### config.mk
export PLATFORM = sky130hd
export DESIGN_NAME = dsp_mac_sequencer_flat
export DESIGN_NICKNAME = d
export VERILOG_FILES = /design/src/rtl/dsp_mac_sequencer_if.sv /design/src/rtl/dsp_mac_sequencer.sv /design/src/flat_wrapper.sv
export SDC_FILE = /design/constraint.sdc
export NUM_CORES = 1
export LEC_CHECK = 0
export ABC_CLOCK_PERIOD_IN_PS = 2500
export CAP_MARGIN = 20
export CORE_MARGIN = 4
export CORE_UTILIZATION = 25
export CTS_BUF_LIST = sky130_fd_sc_hd__clkbuf_4 sky130_fd_sc_hd__clkbuf_8 sky130_fd_sc_hd__clkbuf_16
export DETAILED_ROUTE_END_ITERATION = 16
export HOLD_SLACK_MARGIN = 0.02
export PLACE_DENSITY = 0.46
export RECOVER_POWER = 100
export SYNTH_ARGS = -nofsm -noshare
export SYNTH_HDL_FRONTEND = slang
export SYNTH_SLANG_ARGS = --single-unit
### constraint.sdc
create_clock -name CLK -period 2.5 [get_ports CLK]
set_input_delay 0.375 -clock CLK [delete_from_list [all_inputs] [get_ports CLK]]
set_output_delay 0.375 -clock CLK [all_outputs]
set_load 0.05 [all_outputs]
### src/rtl/dsp_mac_sequencer_if.sv
// Handshake and slice-control bundle between an operand source and the
// DSP48A1 MAC sequencer.
interface dsp_mac_sequencer_if #(
   parameter int unsigned CNT_W = 16
);
   logic             start;
   logic [CNT_W-1:0] n_samples;
   logic             in_valid;
   logic             in_ready;
   logic             CE_PIPE;
   logic [7:0]       OPMODE;
   logic             busy;
   logic             done;

   modport master (
      output start,
      output n_samples,
      output in_valid,
      input  in_ready,
      input  CE_PIPE,
      input  OPMODE,
      input  busy,
      input  done
   );

   modport slave (
      input  start,
      input  n_samples,
      input  in_valid,
      output in_ready,
      output CE_PIPE,
      output OPMODE,
      output busy,
      output done
   );
endinterface

### src/rtl/dsp_mac_sequencer.sv
// Sequences a DSP48A1 slice (AREG/BREG, MREG, PREG on, OPMODE unregistered)
// as an N-sample multiply-accumulator, P = sum(A*B).
module dsp_mac_sequencer #(
   parameter int unsigned CNT_W   = 16,
   parameter int unsigned TAG_DLY = 2
) (
   input  logic                CLK,
   input  logic                RST_N,
   dsp_mac_sequencer_if.slave  bus
);

   typedef enum logic [1:0] {
      S_IDLE,
      S_ACCUM,
      S_DRAIN,
      S_DONE
   } state_t;

   typedef enum logic [1:0] {
      TAG_BUBBLE = 2'd0,
      TAG_FIRST  = 2'd1,
      TAG_ACC    = 2'd2
   } tag_t;

   state_t           state_q, state_d;
   logic [CNT_W-1:0] remaining_q, remaining_d;
   logic [CNT_W-1:0] drain_q, drain_d;
   logic             first_q, first_d;
   tag_t             tag_q [TAG_DLY];
   tag_t             tag_d [TAG_DLY];

   logic             in_ready_c;
   logic             ce_c;
   logic             done_c;
   tag_t             push_tag;
   logic [7:0]       opmode_c;

   always_ff @(posedge CLK or negedge RST_N) begin
      if (!RST_N) begin
         state_q     <= S_IDLE;
         remaining_q <= '0;
         drain_q     <= '0;
         first_q     <= 1'b0;
         for (int unsigned i = 0; i < TAG_DLY; i++) begin
            tag_q[i] <= TAG_BUBBLE;
         end
      end else begin
         state_q     <= state_d;
         remaining_q <= remaining_d;
         drain_q     <= drain_d;
         first_q     <= first_d;
         for (int unsigned i = 0; i < TAG_DLY; i++) begin
            tag_q[i] <= tag_d[i];
         end
      end
   end

   always_comb begin
      state_d     = state_q;
      remaining_d = remaining_q;
      drain_d     = drain_q;
      first_d     = first_q;
      in_ready_c  = 1'b0;
      ce_c        = 1'b0;
      done_c      = 1'b0;
      push_tag    = TAG_BUBBLE;

      unique case (state_q)
         S_IDLE: begin
            if (bus.start) begin
               remaining_d = bus.n_samples;
               first_d     = 1'b1;
               state_d     = (bus.n_samples == '0) ? S_DONE : S_ACCUM;
            end
         end
         S_ACCUM: begin
            in_ready_c = 1'b1;
            if (bus.in_valid) begin
               ce_c     = 1'b1;
               push_tag = first_q ? TAG_FIRST : TAG_ACC;
               first_d  = 1'b0;
               if (remaining_q != '0) begin
                  remaining_d = remaining_q - 1'b1;
               end
               if (remaining_q == CNT_W'(1)) begin
                  drain_d = CNT_W'(TAG_DLY);
                  state_d = S_DRAIN;
               end
            end
         end
         S_DRAIN: begin
            // Clock bubbles through so the last products reach P.
            ce_c     = 1'b1;
            push_tag = TAG_BUBBLE;
            if (drain_q != '0) begin
               drain_d = drain_q - 1'b1;
            end
            if (drain_q == CNT_W'(1)) begin
               state_d = S_DONE;
            end
         end
         S_DONE: begin
            done_c  = 1'b1;
            state_d = S_IDLE;
         end
         default: begin
            state_d = S_IDLE;
         end
      endcase
   end

   // Tags move only with CE_PIPE so they stay aligned with the frozen slice.
   always_comb begin
      for (int unsigned i = 0; i < TAG_DLY; i++) begin
         tag_d[i] = tag_q[i];
      end
      if (ce_c) begin
         tag_d[0] = push_tag;
         for (int unsigned i = 1; i < TAG_DLY; i++) begin
            tag_d[i] = tag_q[i-1];
         end
      end
   end

   always_comb begin
      opmode_c = 8'h08;
      unique case (tag_q[TAG_DLY-1])
         TAG_FIRST:  opmode_c = 8'h01;
         TAG_ACC:    opmode_c = 8'h09;
         default:    opmode_c = 8'h08;
      endcase
   end

   assign bus.in_ready = in_ready_c;
   assign bus.CE_PIPE  = ce_c;
   assign bus.OPMODE   = opmode_c;
   assign bus.busy     = (state_q != S_IDLE);
   assign bus.done     = done_c;

endmodule

### src/flat_wrapper.sv
// flat-port wrapper written by rule: the top's interface ports become plain ports
module dsp_mac_sequencer_flat 
#(
   parameter int unsigned CNT_W   = 16,
   parameter int unsigned TAG_DLY = 2
)
  (CLK, RST_N, bus_start, bus_n_samples, bus_in_valid, bus_in_ready, bus_CE_PIPE, bus_OPMODE, bus_busy, bus_done);
  dsp_mac_sequencer_if #(.CNT_W(CNT_W)) bus_i ();
  input  logic CLK;
  input  logic RST_N;
  input wire logic [$bits(bus_i.start)-1:0] bus_start;
  input wire logic [$bits(bus_i.n_samples)-1:0] bus_n_samples;
  input wire logic [$bits(bus_i.in_valid)-1:0] bus_in_valid;
  output wire logic [$bits(bus_i.in_ready)-1:0] bus_in_ready;
  output wire logic [$bits(bus_i.CE_PIPE)-1:0] bus_CE_PIPE;
  output wire logic [$bits(bus_i.OPMODE)-1:0] bus_OPMODE;
  output wire logic [$bits(bus_i.busy)-1:0] bus_busy;
  output wire logic [$bits(bus_i.done)-1:0] bus_done;
  assign bus_i.start = bus_start;
  assign bus_i.n_samples = bus_n_samples;
  assign bus_i.in_valid = bus_in_valid;
  assign bus_in_ready = bus_i.in_ready;
  assign bus_CE_PIPE = bus_i.CE_PIPE;
  assign bus_OPMODE = bus_i.OPMODE;
  assign bus_busy = bus_i.busy;
  assign bus_done = bus_i.done;
  dsp_mac_sequencer #(.CNT_W(CNT_W), .TAG_DLY(TAG_DLY)) u_core (.CLK(CLK), .RST_N(RST_N), .bus(bus_i));
endmodule
==> qor.yml, run 1 <==
timing:
  tns_ns: 0
  slew_headroom_pct: 19.0
  skew_ns: 0.00952
  worst_pin_slew_ns: 1.21
  finalSetupViolations: 0
  hold_viol_final: 0
  slew_viol_final: 0
  fmax_ghz: 0.431
  period_needed_ns: 2.32
  rsz0062_at_grt: "no"
  setup_ws_ns: 0.182
  period_share_pct: 92.7
global_route:
  grt_pass1_vias: 2265
  gr-total-overflow: 0
  grt_usage_pct: 12.0
  grt_pass1_wl_um: 11500
  antenna_found_initial: 0
  grt_max_degree: 30
critical_path:
  slowest_stage: "or4b_1"
  worstSetupEndpointType: "flop"
  reg2reg_slack_ns: 0.18
  critPathArrivalTime_ns: 2.53
  worst_setup_path_start_kind: "flop"
  r2r-end: "u_core.remaining_q[15]"
  crit_chain: "or4_4, or4b_1, nor4b_4, o32ai_1, a31oi_1"
  cp.buffers_inverters: 0
  critical_path.max_stage_delay_ns: 0.63
  r2r-start: "u_core.remaining_q[4]"
  crit_family: "simple AND/OR/NAND/NOR gates"
  cp_max_fo: 8
  critPathKind: "flop to flop"
  cp.required_ns: 2.71
  reg2regPathDepth: 5
synth:
  yosysTopAreaCellShare_pct: 37.9
  syn_inst: 282
  synthTopCellsByArea: "dfrtp_1 (38%), ha_1 (4.4%), nor2_1 (3.4%)"
  synth_cell_type_count: 58
  yosysTopAreaCell: "dfrtp_1"
  synth_warnings: 0
  syn_avg_cell_area_um2: 9.12
  seq_area_frac_synth_pct: 37.9
  synth_edf_count: 0
  synth-main-ff-cell: "dfrtp_1"
  postSynth.asyncResetShare_pct: 100
  synth.ff_latch_count: 39
  synth.cell_area_um2: 2570
worst_hold_path:
  hp-class: "input pin to async pin"
floorplan:
  core_um2: 9910
  ios: 32
  die_width_um: 109
  std_cell_rows: 36
  die_h_um: 109
  die_area_um2: 12000
  start_util_pct: 26.0
power_and_ir_drop:
  ir_worst_vdd_mv: 0.517
  power_density_nw_per_um2: 1360
  power.leakage_uw: 0.00124
cts:
  cts_resized: 0
  clk_pin_slew_worst_paths_ns: 0.09
  cts_buffers: 5
  cts_tree: "yes"
  cts_hold_buf: 0
  post_cts_buffers: 0
  cts.sinks: 39
  cts_htree_levels: 2
  root_buffer: "clkbuf_8"
  clockBufferDepth: 2
  clock_latency_ns: 0.29
place:
  gp_congestion: 0.779
  hpwl_um: 5080
  io_buffers: 25
  pre_cts_slack_ns: 0.250
routing:
  detail-route-antenna-nets: 0
  via_per_inst: 5.20
  route.vias.total: 2315
  first_pass_iters: 4
  drtIter0Drc: 126
  drc: 0
  totalWireLength_um: 6820
  wl_per_cell_um: 15.3
finish:
  nets: 340
  syn_to_final_growth_pct: 17.8
  antennaDiodeCount: 0
  drive_above_1_share_pct: 10.6
status:
  status: "finished clean"
job:
  max_cap_violations: 0
[cell usage in the layout (no fill, tap or decap), types with 4 or more instances in the layout]
| master | n |
|---|---|
| inv_1 | 14 |
| a21oi_1 | 10 |
| a31oi_1 | 6 |
| nor4_1 | 9 |
| conb_1 | 6 |
| ha_1 | 9 |
| nand2_1 | 18 |
| or4_1 | 9 |
| a21o_1 | 5 |
| nand2b_1 | 4 |
| nor3_1 | 12 |
| dfrtp_1 | 39 |
| or3_1 | 4 |
| nor2_1 | 23 |
| o21ai_0 | 13 |
| clkbuf_8 | 5 |
| a211oi_1 | 4 |
| o31ai_1 | 11 |
| o32ai_1 | 8 |
| buf_4 | 8 |
| nand3_1 | 11 |
| clkdlybuf4s50_1 | 19 |
| o21a_1 | 9 |
[metal layers]
layer	wire (um)	global-route usage, %
met4	39	2.85
met3	281	2.52
met5	0	0
met2	3100	18.8
met1	3400	17.0
[kinds of logic (layout without fill, tap and decap cells)]
group                    Yosys count  in the layout  share of synthesized area (%)
AND/OR/NAND/NOR                  110            110                           25.0
AO/OA/AOI/OAI                     84             84                           23.5
adder cells (fa/ha/maj)            9              9                           4.38
multiplexers                       6              6                           2.48
buffers and inverters             33             58                           6.52
other                              1              6                          0.146
flip-flops                        39             39                           37.9
[synthesized netlist by cell type (all sizes together) (6+ instances only)]
cell type	number
nor4	10
dfrtp	39
o21a	9
o31ai	11
nand3	11
clkbuf	9
a31oi	6
ha	9
or4	10
nor2	23
inv	14
buf	10
a21oi	11
o21ai	13
nor3	12
o32ai	8
nand2	19
[final cells by class]
cell class / count / area (um2)
Fill cell: 1068 / 6880
Multi-Input combinational cell: 215 / 1430
Sequential cell: 39 / 976
Timing Repair Buffer: 36 / 322
Tap cell: 133 / 166
Clock buffer: 5 / 68.8
Inverter: 14 / 52.6
Clock inverter: 3 / 15.0
[metrics by stage]
step                      instance area, um2  hold slack [ns]  util (%)  instances  power [uW]
final                                   3030            0.317      30.6        445        4110
after global routing                    3030            0.430      30.6        445        4510
after CTS                               3070           0.0666      31.0        445        4230
after detailed placement                2990            0.386      30.2        437        3780
after global placement                  2990            0.388      30.2        437        3760
after floorplan                         2590           0.0794         -        287        3030
[worst max path at each step]
stage / start / endpoint / slack (ns) / cells past startpoint
2_1_floorplan: u_core.state_q[1] / u_core.drain_q[10] / 0.15 / 8
3_3_place_gp: u_core.remaining_q[4] / u_core.drain_q[3] / 0.26 / 6
3_5_place_dp: u_core.remaining_q[4] / u_core.drain_q[3] / 0.25 / 6
4_1_cts: u_core.state_q[0] / bus_busy / 0.18 / 4
5_1_grt: u_core.remaining_q[5] / u_core.remaining_q[15] / 0.07 / 5
6_report: u_core.remaining_q[4] / u_core.remaining_q[15] / 0.18 / 5
[where the power goes]
part	leakage, uW	internal [uW]	switching, uW
clock network	0.0000477	191	227
logic	0.000692	966	1490
registers	0.000496	912	320
total	0.00124	2070	2040
[state kept, by name (all words and copies together) (netlist names)]
register and cells:
u_core.remaining_q 16, u_core.tag_q 4, u_core.drain_q 16, u_core.state_q 2, u_core.first_q 1
Power figures use the tool's default switching activity.
==> run 2, diff against run 1 <==
--- a/config.mk
+++ b/config.mk
@@ -5,11 +5,11 @@
 export SDC_FILE = /design/constraint.sdc
 export NUM_CORES = 1
 export LEC_CHECK = 0
-export ABC_CLOCK_PERIOD_IN_PS = 2500
+export ABC_CLOCK_PERIOD_IN_PS = 2950
 export CAP_MARGIN = 20
 export CORE_MARGIN = 4
 export CORE_UTILIZATION = 25
-export CTS_BUF_LIST = sky130_fd_sc_hd__clkbuf_4 sky130_fd_sc_hd__clkbuf_8 sky130_fd_sc_hd__clkbuf_16
+export CTS_BUF_LIST = sky130_fd_sc_hd__clkbuf_8
 export DETAILED_ROUTE_END_ITERATION = 16
 export HOLD_SLACK_MARGIN = 0.02
 export PLACE_DENSITY = 0.46
==> constraint.sdc (replaced) <==
create_clock -name CLK -period 2.95 [get_ports CLK]
set_input_delay 0.4425 -clock CLK [delete_from_list [all_inputs] [get_ports CLK]]
set_output_delay 0.4425 -clock CLK [all_outputs]
set_load 0.05 [all_outputs]
==> run 2 against run 1 <==
Effect of this change:
- power fell by 14%
- hold slack got worse by 0.11 ns
- critical endpoint is now bus_CE_PIPE
- clock power increased by 14%
- clock skew barely moved
- sequential power down 15%
- utilization grew 0.076 points
- combinational power shrank 18%
- critical path depth grew 2
- largest cell class unchanged
- cell area is 0.25% higher
- flip-flop and latch count stayed put
- the run now ends with capacitance limit, slew limit left
- die area is the same
==> qor.yml, run 2 (synthesis gave the netlist of run 1 again) <==
status:
  status: "finished with violations"
  violations: "capacitance limit, slew limit"
power_and_ir_drop:
  power.switching_uw: 1740  # -15%
  seqPwrFrac_pct: 29.4  # -0.6 points
  p_int_uw: 1800  # -13%
  combPwrFrac_pct: 57.1  # -2.7 points
  ir_worst_vdd_mv: 0.437  # -16%
  switching_share_pct: 49.1  # -0.56 points
  power_density_nw_per_um2: 1170  # -14%
  power.leakage_uw: 0.00124  # +0.16%
  p_clk_share_pct: 13.5  # +3.3 points
routing:
  drc: 0  # unchanged
  drtIter0Drc: 109  # -13%
  route.vias.total: 2318  # +0.13%
  via_per_inst: 5.23  # +0.58%
  detail-route-antenna-nets: 0  # unchanged
  totalWireLength_um: 6830  # +0.12%
  first_pass_iters: 5  # +1
  wl_per_cell_um: 15.4  # +0.57%
timing:
  skew_ns: 0.00968  # +0.000155 ns
  period_needed_ns: 2.61
  slew_headroom_pct: -1.88  # -21 points
  period_share_pct: 88.4
  rsz0062_at_grt: "no"
  finalSetupViolations: 0  # unchanged
  fmax_ghz: 0.384
  timing.hold.ws_ns: 0.207  # -0.110 ns
  tns_ns: 0  # unchanged
  slew_viol_final: 28  # +28
  worst_pin_slew_ns: 1.53  # +0.314 ns
  hold_viol_final: 0  # unchanged
finish:
  reg_top3: "u_core.drain_q (16), u_core.remaining_q (16), u_core.tag_q (4)"
  drive_above_1_share_pct: 8.71  # -1.9 points
  nFillCells: 1072  # +0.37%
  fin_util_pct: 30.7  # +0.076 points
  final_cells: 443  # -0.45%
  final_common_cell: "dfrtp_1"
  seq_area_um2: 976  # unchanged
  antennaDiodeCount: 0  # unchanged
  final_cell_mix: "dfrtp_1 (39), nor2_1 (23), nand2_1 (19), clkdlybuf4s50_1 (18), inv_1 (14)"
  syn_to_final_growth_pct: 18.1
  multi_input_area_um2: 1430  # +0.17%
  nets: 338  # -0.59%
global_route:
  grt_pass1_wl_um: 11300  # -1.6%
  grt_max_degree: 40  # +33%
  gr-total-overflow: 0  # unchanged
  grt_usage_pct: 11.9  # -0.13 points
  antenna_found_initial: 0  # unchanged
  grt_pass1_vias: 2180  # -3.8%
critical_path:
  critPathArrivalTime_ns: 2.16  # -0.37 ns
  cp.required_ns: 2.51  # -0.20 ns
  cp_max_fo: 14  # +6
  crit_chain: "inv_1, ha_1, buf_4, and2_0, o21ai_0, inv_1, clkbuf_2"
  critical_path.max_stage_delay_ns: 0.39  # -0.24 ns
  critPathKind: "flop to output pin"
  worst_setup_path_start_kind: "flop"
  slowest_stage: "dfrtp_1"
  crit_path_frequent_cell: "inv_1"
  worstSetupEndpointType: "output pin"
place:
  place_inst: 434  # -0.69%
  hpwl_um: 4930  # -3.0%
  io_buffers: 25  # unchanged
  gp_congestion: 0.726  # -6.8%
cts:
  post_cts_buffers: 0  # unchanged
  cts_hold_buf: 0  # unchanged
  cts_tree: "yes"
  root_buffer: "clkbuf_8"
  cts_htree_levels: 2  # unchanged
  clock_latency_ns: 0.29  # about the same
  clockBufferDepth: 2  # unchanged
  cts.sinks: 39  # unchanged
  cts_resized: 0  # unchanged
  clk_pin_slew_worst_paths_ns: 0.09  # about the same
  cts_buffers: 5  # unchanged
floorplan:
  core_um2: 9910  # unchanged
  die_h_um: 109  # unchanged
  die_area_um2: 12000  # unchanged
  std_cell_rows: 36  # unchanged
  start_util_pct: 26.0  # unchanged
  die_width_um: 109  # unchanged
  ios: 32  # unchanged
worst_hold_path:
  hp-class: "input pin to async pin"
job:
  max_cap_violations: 1  # +1
[run 2: changes by cell type in the layout (fill, tap and decap cells not counted), sizes merged]
cell | before | now
dlygate4sd3 | 3 | 5
clkbuf | 10 | 12
buf | 9 | 5
bufinv | 0 | 1
clkinv | 3 | 1
clkdlybuf4s50 | 19 | 18
[run 2: per-layer routing]
metal | track usage [%] | wire length [um]
met3 | 2.29 | 270
met5 | 0 | 0
met2 | 17.3 | 2890
met1 | 18.3 | 3640
met4 | 2.14 | 29
[run 2: worst paths after layout]
check | start | endpoint | slack, ns | depth (start not counted)
worst max register to register | u_core.remaining_q[4] | u_core.drain_q[11] | 0.37 | 6
min in group CLK | u_core.tag_q[2] | u_core.tag_q[0] | 0.47 | 2
max in group asynchronous | RST_N | u_core.drain_q[3] | 0.87 | 2
worst min register to register | u_core.tag_q[2] | u_core.tag_q[0] | 0.47 | 2
worst max-delay path | u_core.state_q[1] | bus_CE_PIPE | 0.34 | 7
worst min-delay path | RST_N | u_core.remaining_q[14] | 0.21 | 1
[run 2: layout make-up]
type,count,area share (%)
Timing Repair Buffer,34,9.64
Sequential cell,39,32.1
Clock inverter,2,1.15
Clock buffer,6,2.72
Tap cell,133,5.48
Inverter,14,1.73
Multi-Input combinational cell,215,47.2
[run 2: critical path, delay by kind of cell (launching register included)]
kind | cells | cell delay [ns]
adder cells (fa/ha/maj) | 1 | 0.24
AND/OR/NAND/NOR | 1 | 0.20
flip-flops | 1 | 0.39
AO/OA/AOI/OAI | 1 | 0.33
buffers and inverters | 4 | 0.71
[run 2: per-stage QoR]
step / cell area (um2) / setup WS (ns) / total power (uW)
finish: 3040 / 0.344 / 3540
global route: 3040 / 0.170 / 3860
floorplan: 2590 / 0.598 / 2570
detailed placement: 2960 / 0.618 / 3170
CTS: 3080 / 0.359 / 3660
global placement: 2960 / 0.656 / 3150
[run 2: power groups by stage]
| stage | clock, uW | combinational (uW) | sequential, uW |
|---|---|---|---|
| global placement | 0 | 2100 | 1050 |
| detailed placement | 0 | 2110 | 1050 |
| global route | 518 | 2250 | 1090 |
| finish | 476 | 2020 | 1040 |
| floorplan | 0 | 1590 | 981 |
| CTS | 495 | 2120 | 1040 |
